[src/rtl/flag_unit.sv]
// flag_unit -- x86 flag-control unit (CLC/STC/CMC/CLD/STD/LAHF/SAHF).
//
// Commands from decode are queued in a small circular FIFO. Each popped
// command updates the architectural status/DF registers and loads one
// registered result beat for the AH/status writeback path. An ALU-side
// load port overwrites the status and stalls execution for that cycle.
//
// Build option: define FLAG_UNIT_DF_EN to track the direction flag. Without it
// df_q/out_df are tied to 0 and CLD/STD behave as unknown opcodes.
//
// Opcode encoding (in_opc): CLC=0, STC=1, CMC=2, CLD=3, STD=4, LAHF=5,
// SAHF=6; anything else is a no-op that still produces a result beat.
//
// Ports:
//   clk, rst_n                 clock, async active-low reset
//   in_valid/in_ready/in_opc/in_ah   command queue input
//   ld_valid/ld_status         ALU status load
//   out_valid/out_ready        result beat handshake
//   out_ah_wr/out_ah/out_status/out_df   result beat fields
//   status_q/df_q              live architectural flags
//   q_count                    queued command count
// Status layout: [0] PF [1] ZF [2] SF [3] OF [4] CF [5] AF.

module flag_unit #(
    parameter int FIFO_DEPTH = 4,
    parameter int CNT_W      = 3
) (
    input  logic             clk,
    input  logic             rst_n,
    input  logic             in_valid,
    output logic             in_ready,
    input  logic [5:0]       in_opc,
    input  logic [7:0]       in_ah,
    input  logic             ld_valid,
    input  logic [5:0]       ld_status,
    output logic             out_valid,
    input  logic             out_ready,
    output logic             out_ah_wr,
    output logic [7:0]       out_ah,
    output logic [5:0]       out_status,
    output logic             out_df,
    output logic [5:0]       status_q,
    output logic             df_q,
    output logic [CNT_W-1:0] q_count
);
    localparam int AW = (FIFO_DEPTH > 1) ? $clog2(FIFO_DEPTH) : 1;

    localparam logic [5:0] CMD_CLC  = 6'd0;
    localparam logic [5:0] CMD_STC  = 6'd1;
    localparam logic [5:0] CMD_CMC  = 6'd2;
    localparam logic [5:0] CMD_CLD  = 6'd3;
    localparam logic [5:0] CMD_STD  = 6'd4;
    localparam logic [5:0] CMD_LAHF = 6'd5;
    localparam logic [5:0] CMD_SAHF = 6'd6;

    localparam int PF = 0, ZF = 1, SF = 2, CF = 4, AF = 5;

    logic [5:0]    opc_mem [FIFO_DEPTH];
    logic [7:0]    ah_mem  [FIFO_DEPTH];
    logic [AW-1:0] wr_ptr_q, rd_ptr_q;
    logic [CNT_W-1:0] count_q, count_d;

    logic       push, pop;
    logic [5:0] head_opc;
    logic [7:0] head_ah;
    logic [5:0] status_d;
    logic [7:0] ah_d;
    logic       ah_wr_d;
    logic       df_cur;
    logic       df_d;

    // in_ready looks only at the registered count: no path from out_ready.
    assign in_ready = (count_q < CNT_W'(FIFO_DEPTH));
    assign push     = in_valid & in_ready;
    // Result register must be free (or draining) and no ALU load this cycle.
    assign pop      = (count_q != '0) & (~out_valid | out_ready) & ~ld_valid;
    assign count_d  = count_q + CNT_W'(push) - CNT_W'(pop);
    assign q_count  = count_q;

    assign head_opc = opc_mem[rd_ptr_q];
    assign head_ah  = ah_mem[rd_ptr_q];

`ifdef FLAG_UNIT_DF_EN
    logic df_r;
    assign df_cur = df_r;
    assign df_q   = df_r;
`else
    assign df_cur = 1'b0;
    assign df_q   = 1'b0;
`endif

    // Post-command flag values for the command at the queue head.
    always_comb begin
        status_d = status_q;
        df_d     = df_cur;
        ah_d     = head_ah;
        ah_wr_d  = 1'b0;
        case (head_opc)
            CMD_CLC: status_d[CF] = 1'b0;
            CMD_STC: status_d[CF] = 1'b1;
            CMD_CMC: status_d[CF] = ~status_q[CF];
`ifdef FLAG_UNIT_DF_EN
            CMD_CLD: df_d = 1'b0;
            CMD_STD: df_d = 1'b1;
`endif
            CMD_LAHF: begin
                ah_d    = {status_q[SF], status_q[ZF], 1'b0, status_q[AF],
                           1'b0, status_q[PF], 1'b1, status_q[CF]};
                ah_wr_d = 1'b1;
            end
            CMD_SAHF: begin
                status_d[SF] = head_ah[7];
                status_d[ZF] = head_ah[6];
                status_d[AF] = head_ah[4];
                status_d[PF] = head_ah[2];
                status_d[CF] = head_ah[0];
            end
            default: ;
        endcase
    end

    // Queue storage needs no reset; validity is tracked by count_q.
    always_ff @(posedge clk) begin
        if (push) begin
            opc_mem[wr_ptr_q] <= in_opc;
            ah_mem[wr_ptr_q]  <= in_ah;
        end
    end

    always_ff @(posedge clk or negedge rst_n) begin
        if (!rst_n) begin
            wr_ptr_q   <= '0;
            rd_ptr_q   <= '0;
            count_q    <= '0;
            status_q   <= '0;
            out_valid  <= 1'b0;
            out_ah_wr  <= 1'b0;
            out_ah     <= '0;
            out_status <= '0;
        end else begin
            count_q <= count_d;
            if (push) wr_ptr_q <= wr_ptr_q + 1'b1;
            if (pop)  rd_ptr_q <= rd_ptr_q + 1'b1;
            if (ld_valid)  status_q <= ld_status;
            else if (pop)  status_q <= status_d;
            if (pop) begin
                out_valid  <= 1'b1;
                out_ah_wr  <= ah_wr_d;
                out_ah     <= ah_d;
                out_status <= status_d;
            end else if (out_ready) begin
                out_valid  <= 1'b0;
            end
        end
    end

`ifdef FLAG_UNIT_DF_EN
    logic out_df_r;
    assign out_df = out_df_r;
    always_ff @(posedge clk or negedge rst_n) begin
        if (!rst_n) begin
            df_r     <= 1'b0;
            out_df_r <= 1'b0;
        end else if (pop) begin
            df_r     <= df_d;
            out_df_r <= df_d;
        end
    end
`else
    assign out_df = 1'b0;
`endif

endmodule

[config.mk]
export PLATFORM = sky130hd
export DESIGN_NAME = flag_unit
export DESIGN_NICKNAME = d
export VERILOG_FILES = /design/src/rtl/flag_unit.sv
export SDC_FILE = /design/constraint.sdc
export NUM_CORES = 1
export LEC_CHECK = 0
export ABC_AREA = 1
export CELL_PAD_IN_SITES_DETAIL_PLACEMENT = 1
export CELL_PAD_IN_SITES_GLOBAL_PLACEMENT = 2
export CORE_ASPECT_RATIO = 1.75
export CORE_MARGIN = 2
export CORE_UTILIZATION = 35
export DETAILED_ROUTE_END_ITERATION = 10
export PLACE_DENSITY_LB_ADDON = 0.1
export SLEW_MARGIN = 10
export SYNTH_ARGS = -nofsm -noshare
export SYNTH_HDL_FRONTEND = slang
export SYNTH_SLANG_ARGS = --single-unit
[constraint.sdc]
create_clock -name clk -period 2.65 [get_ports clk]
set_clock_uncertainty 0.1 [all_clocks]
set_input_delay 0.6625 -clock clk [delete_from_list [all_inputs] [get_ports clk]]
set_output_delay 0.6625 -clock clk [all_outputs]
set_load 0.03 [all_outputs]
==> impl_metrics.ini <==
[run_status]
status = complete, no violations

[sta]
fin_ws_ps = 199
rsz0062_at_grt = no
setup_tns_ps = 0
max_freq_mhz = 408
worst_pin_slew_ps = 536
period_needed_ps = 2450
finalHoldWorstSlack_ps = 376
fin_crit_sh_pct = 92.5
final_hold_viol_count = 0
slew-limit-headroom_pct = 64.3
slew_viol_final = 0
setup_violations = 0

[cells_and_area]
diodes = 0
nets = 418
final_cells = 517
layout-drive-gt1-share_pct = 13.6
fin_util_pct = 44.8
area_growth_pct = 24.6

[clocking]
cts.htree.levels = 3
postCtsResizedCells = 0
clock_path_buffers = 2
clock-sinks = 85
cts_made_buffers = 9
clock-root-buffer = clkbuf_16
cts_tree = yes
clk_latency_ps = 330
cts_hold_buf = 0
cts.reportedPaths.clkPinSlew_ps = 60
cts_setup_buffers = 0

[floorplan]
initial_core_util_pct = 35.9
dieArea_um2 = 11400
rows = 49
io-pin-count = 53
fp.dieH_um = 140
die_w_um = 81.5
core_area_um2 = 10200

[worst_setup_path]
cpMostUsedCell = inv_1
critPathSlowestCell = clkdlybuf4s50_1
cp.required_ps = 2810
cp_num_buf_inv = 4
path_max_fanout = 2
cp_cell_sequence = clkdlybuf4s50_1, inv_1, nand2_1, o31ai_1, nor2_4, ha_1, inv_1, ha_1, inv_1, fa_1, xnor2_1, xor2_1
max_stage_delay_ps = 450
worst_setup_path_end_kind = register
critPathArrivalTime_ps = 2610
start_kind = input pin
critPathKind = input pin to register
cpLargestDelayFamily = adder cells

[placement]
placedCellCount = 502
dpl_worst_slack_ps = -157
dp_hpwl_mm = 5.62
place_congestion = 0.719
port-buffer-count = 50

[global_route]
grtUsageTotal_pct = 15.8
grt_max_degree = 30
grt_pass1_wl_mm = 13.3
grt_antenna_before_repair = 0
grt-ovfl-total = 0
grt_pass1_vias = 2605

[job]
maxCapViolations = 0

[yosys]
synth_cell_type_count = 32
synth_area_leaders = edfxtp_1 46%, dfrtp_1 20%, nand2_1 9.6%, inv_1 3.1%, nand3_1 2.2%
synth_area_leader_cell = edfxtp_1
synth_area_um2 = 3680
yosysSeqAreaShare_pct = 65.4
synthArstFlopShare_pct = 34.1
synth_warnings = 0
yosys.area.top_type_share_pct = 45.7
synth-edff-count = 56
synth-seq-cells = 85
syn_avg_cell_area_um2 = 11.2
syn_inst = 327
ys.flop_type = edfxtp_1

[power]
p_per_area_nw_per_um2 = 1140
p_leak_nw = 1.91
ir_drop_v = 0.000508

[detailed_routing]
dr.pass1.iters = 4
ant_nets = 0
vias = 2405
drt-vias-per-instance = 4.65
wl_per_cell_um = 15.2
drt-initial-drc-count = 91
finalWirelength_mm = 7.86
drc = 0

[worst_hold_path]
hold_path.class = register to register
==> synth_stat cells (all sizes together), types with 6 or more instances <==
| master | count |
|---|---|
| o21ai | 15 |
| a21oi | 7 |
| nand2 | 104 |
| nand3 | 19 |
| nor2 | 17 |
| buf | 13 |
| edfxtp | 56 |
| inv | 35 |
| ha | 6 |
| dfrtp | 29 |
| a32o | 6 |
==> cells by family (layout without fill, tap and decap cells) <==
logic type	Yosys count	in the layout	share of synthesized area, %
other cells	1	2	0.102
simple gates	142	142	16.9
flops	85	85	65.4
fa+ha+maj	7	7	2.59
compound gates	37	37	6.97
xor+xnor	5	5	1.19
buf+inv	50	112	6.80
==> where the power goes <==
group / internal [mW] / switching, mW / total, mW
logic: 0.805 / 1.35 / 2.15
registers: 1.75 / 0.194 / 1.94
clock network: 0.628 / 0.496 / 1.12
==> layout by cell type, fill, tap and decap left out, types with 2 or more instances in the layout <==
cell type        netlist  layout
inv_1                 30      30
a32o_1                 6       6
o21ai_1                4       4
nand3b_1               2       2
xor2_1                 4       4
buf_4                  5      11
a21oi_1                7       7
nand3_2                3       3
nor2_2                 5       4
nand2_2                9       9
clkinv_2               0       2
clkbuf_16              0       9
nand2_1               94      94
dfrtp_1               29      29
o21ai_0               11      11
conb_1                 1       2
ha_1                   6       6
o211ai_2               4       4
clkdlybuf4s50_1        0      50
nor2_1                12      12
o22ai_1                2       2
edfxtp_1              56      56
inv_2                  4       4
nand3_1               16      16
==> worst paths after layout <==
path,slack (ps),cells past startpoint,to,from
min,380,2,out_ah[7]$_DFFE_PN0P_,out_ah[7]$_DFFE_PN0P_
max,200,12,q_count[2]$_DFF_PN0_,out_ready
min in group asynchronous,610,2,status_q[2]$_DFFE_PN0P_,rst_n
max reg2reg,310,9,q_count[2]$_DFF_PN0_,q_count[1]$_DFF_PN0_
max in group asynchronous,1550,2,out_ah_wr$_DFFE_PN0P_,rst_n
min reg2reg,380,2,out_ah[7]$_DFFE_PN0P_,out_ah[7]$_DFFE_PN0P_
==> flip-flops by register name (all words and copies together) (netlist names) <==
name        count
ah_mem         32
opc_mem        24
out_ah          8
out_status      6
status_q        6
q_count         3
rd_ptr_q        2
wr_ptr_q        2
out_ah_wr       1
out_valid       1
==> worst register-to-register path, stage by stage, from the launching register on <==
cell and delay (ps):
dfrtp_1 440, o31ai_1 460, nor2_4 50, ha_1 270
inv_1 50, ha_1 130, inv_1 50, fa_1 370
xnor2_1 190, xor2_1 160
==> layout make-up <==
type / instances / area [um^2]
Inverter: 36 / 138
Clock inverter: 6 / 40.0
Timing Repair Buffer: 61 / 583
Tap cell: 127 / 159
Fill cell: 1096 / 5660
Clock buffer: 9 / 225
Multi-Input combinational cell: 193 / 1030
Sequential cell: 85 / 2410
==> routing by layer <==
layer	routed length (um)	up-vias	track usage (%)	part of all wire, %
li1	-	1191	-	-
met1	3160	1164	18.1	40
met2	4310	41	27.4	55
met3	242	9	3.37	3.1
met4	143	0	6.78	1.8
met5	0	-	0	0
==> through the flow <==
stage | power, mW | instance area (um^2)
after floorplan | 3.44 | 3690
after global placement | 4.13 | 4320
after detailed placement | 4.18 | 4320
after CTS | 5.33 | 4580
after global routing | 5.62 | 4580
final | 5.22 | 4580
No activity file was read; power rests on OpenSTA's default activity.
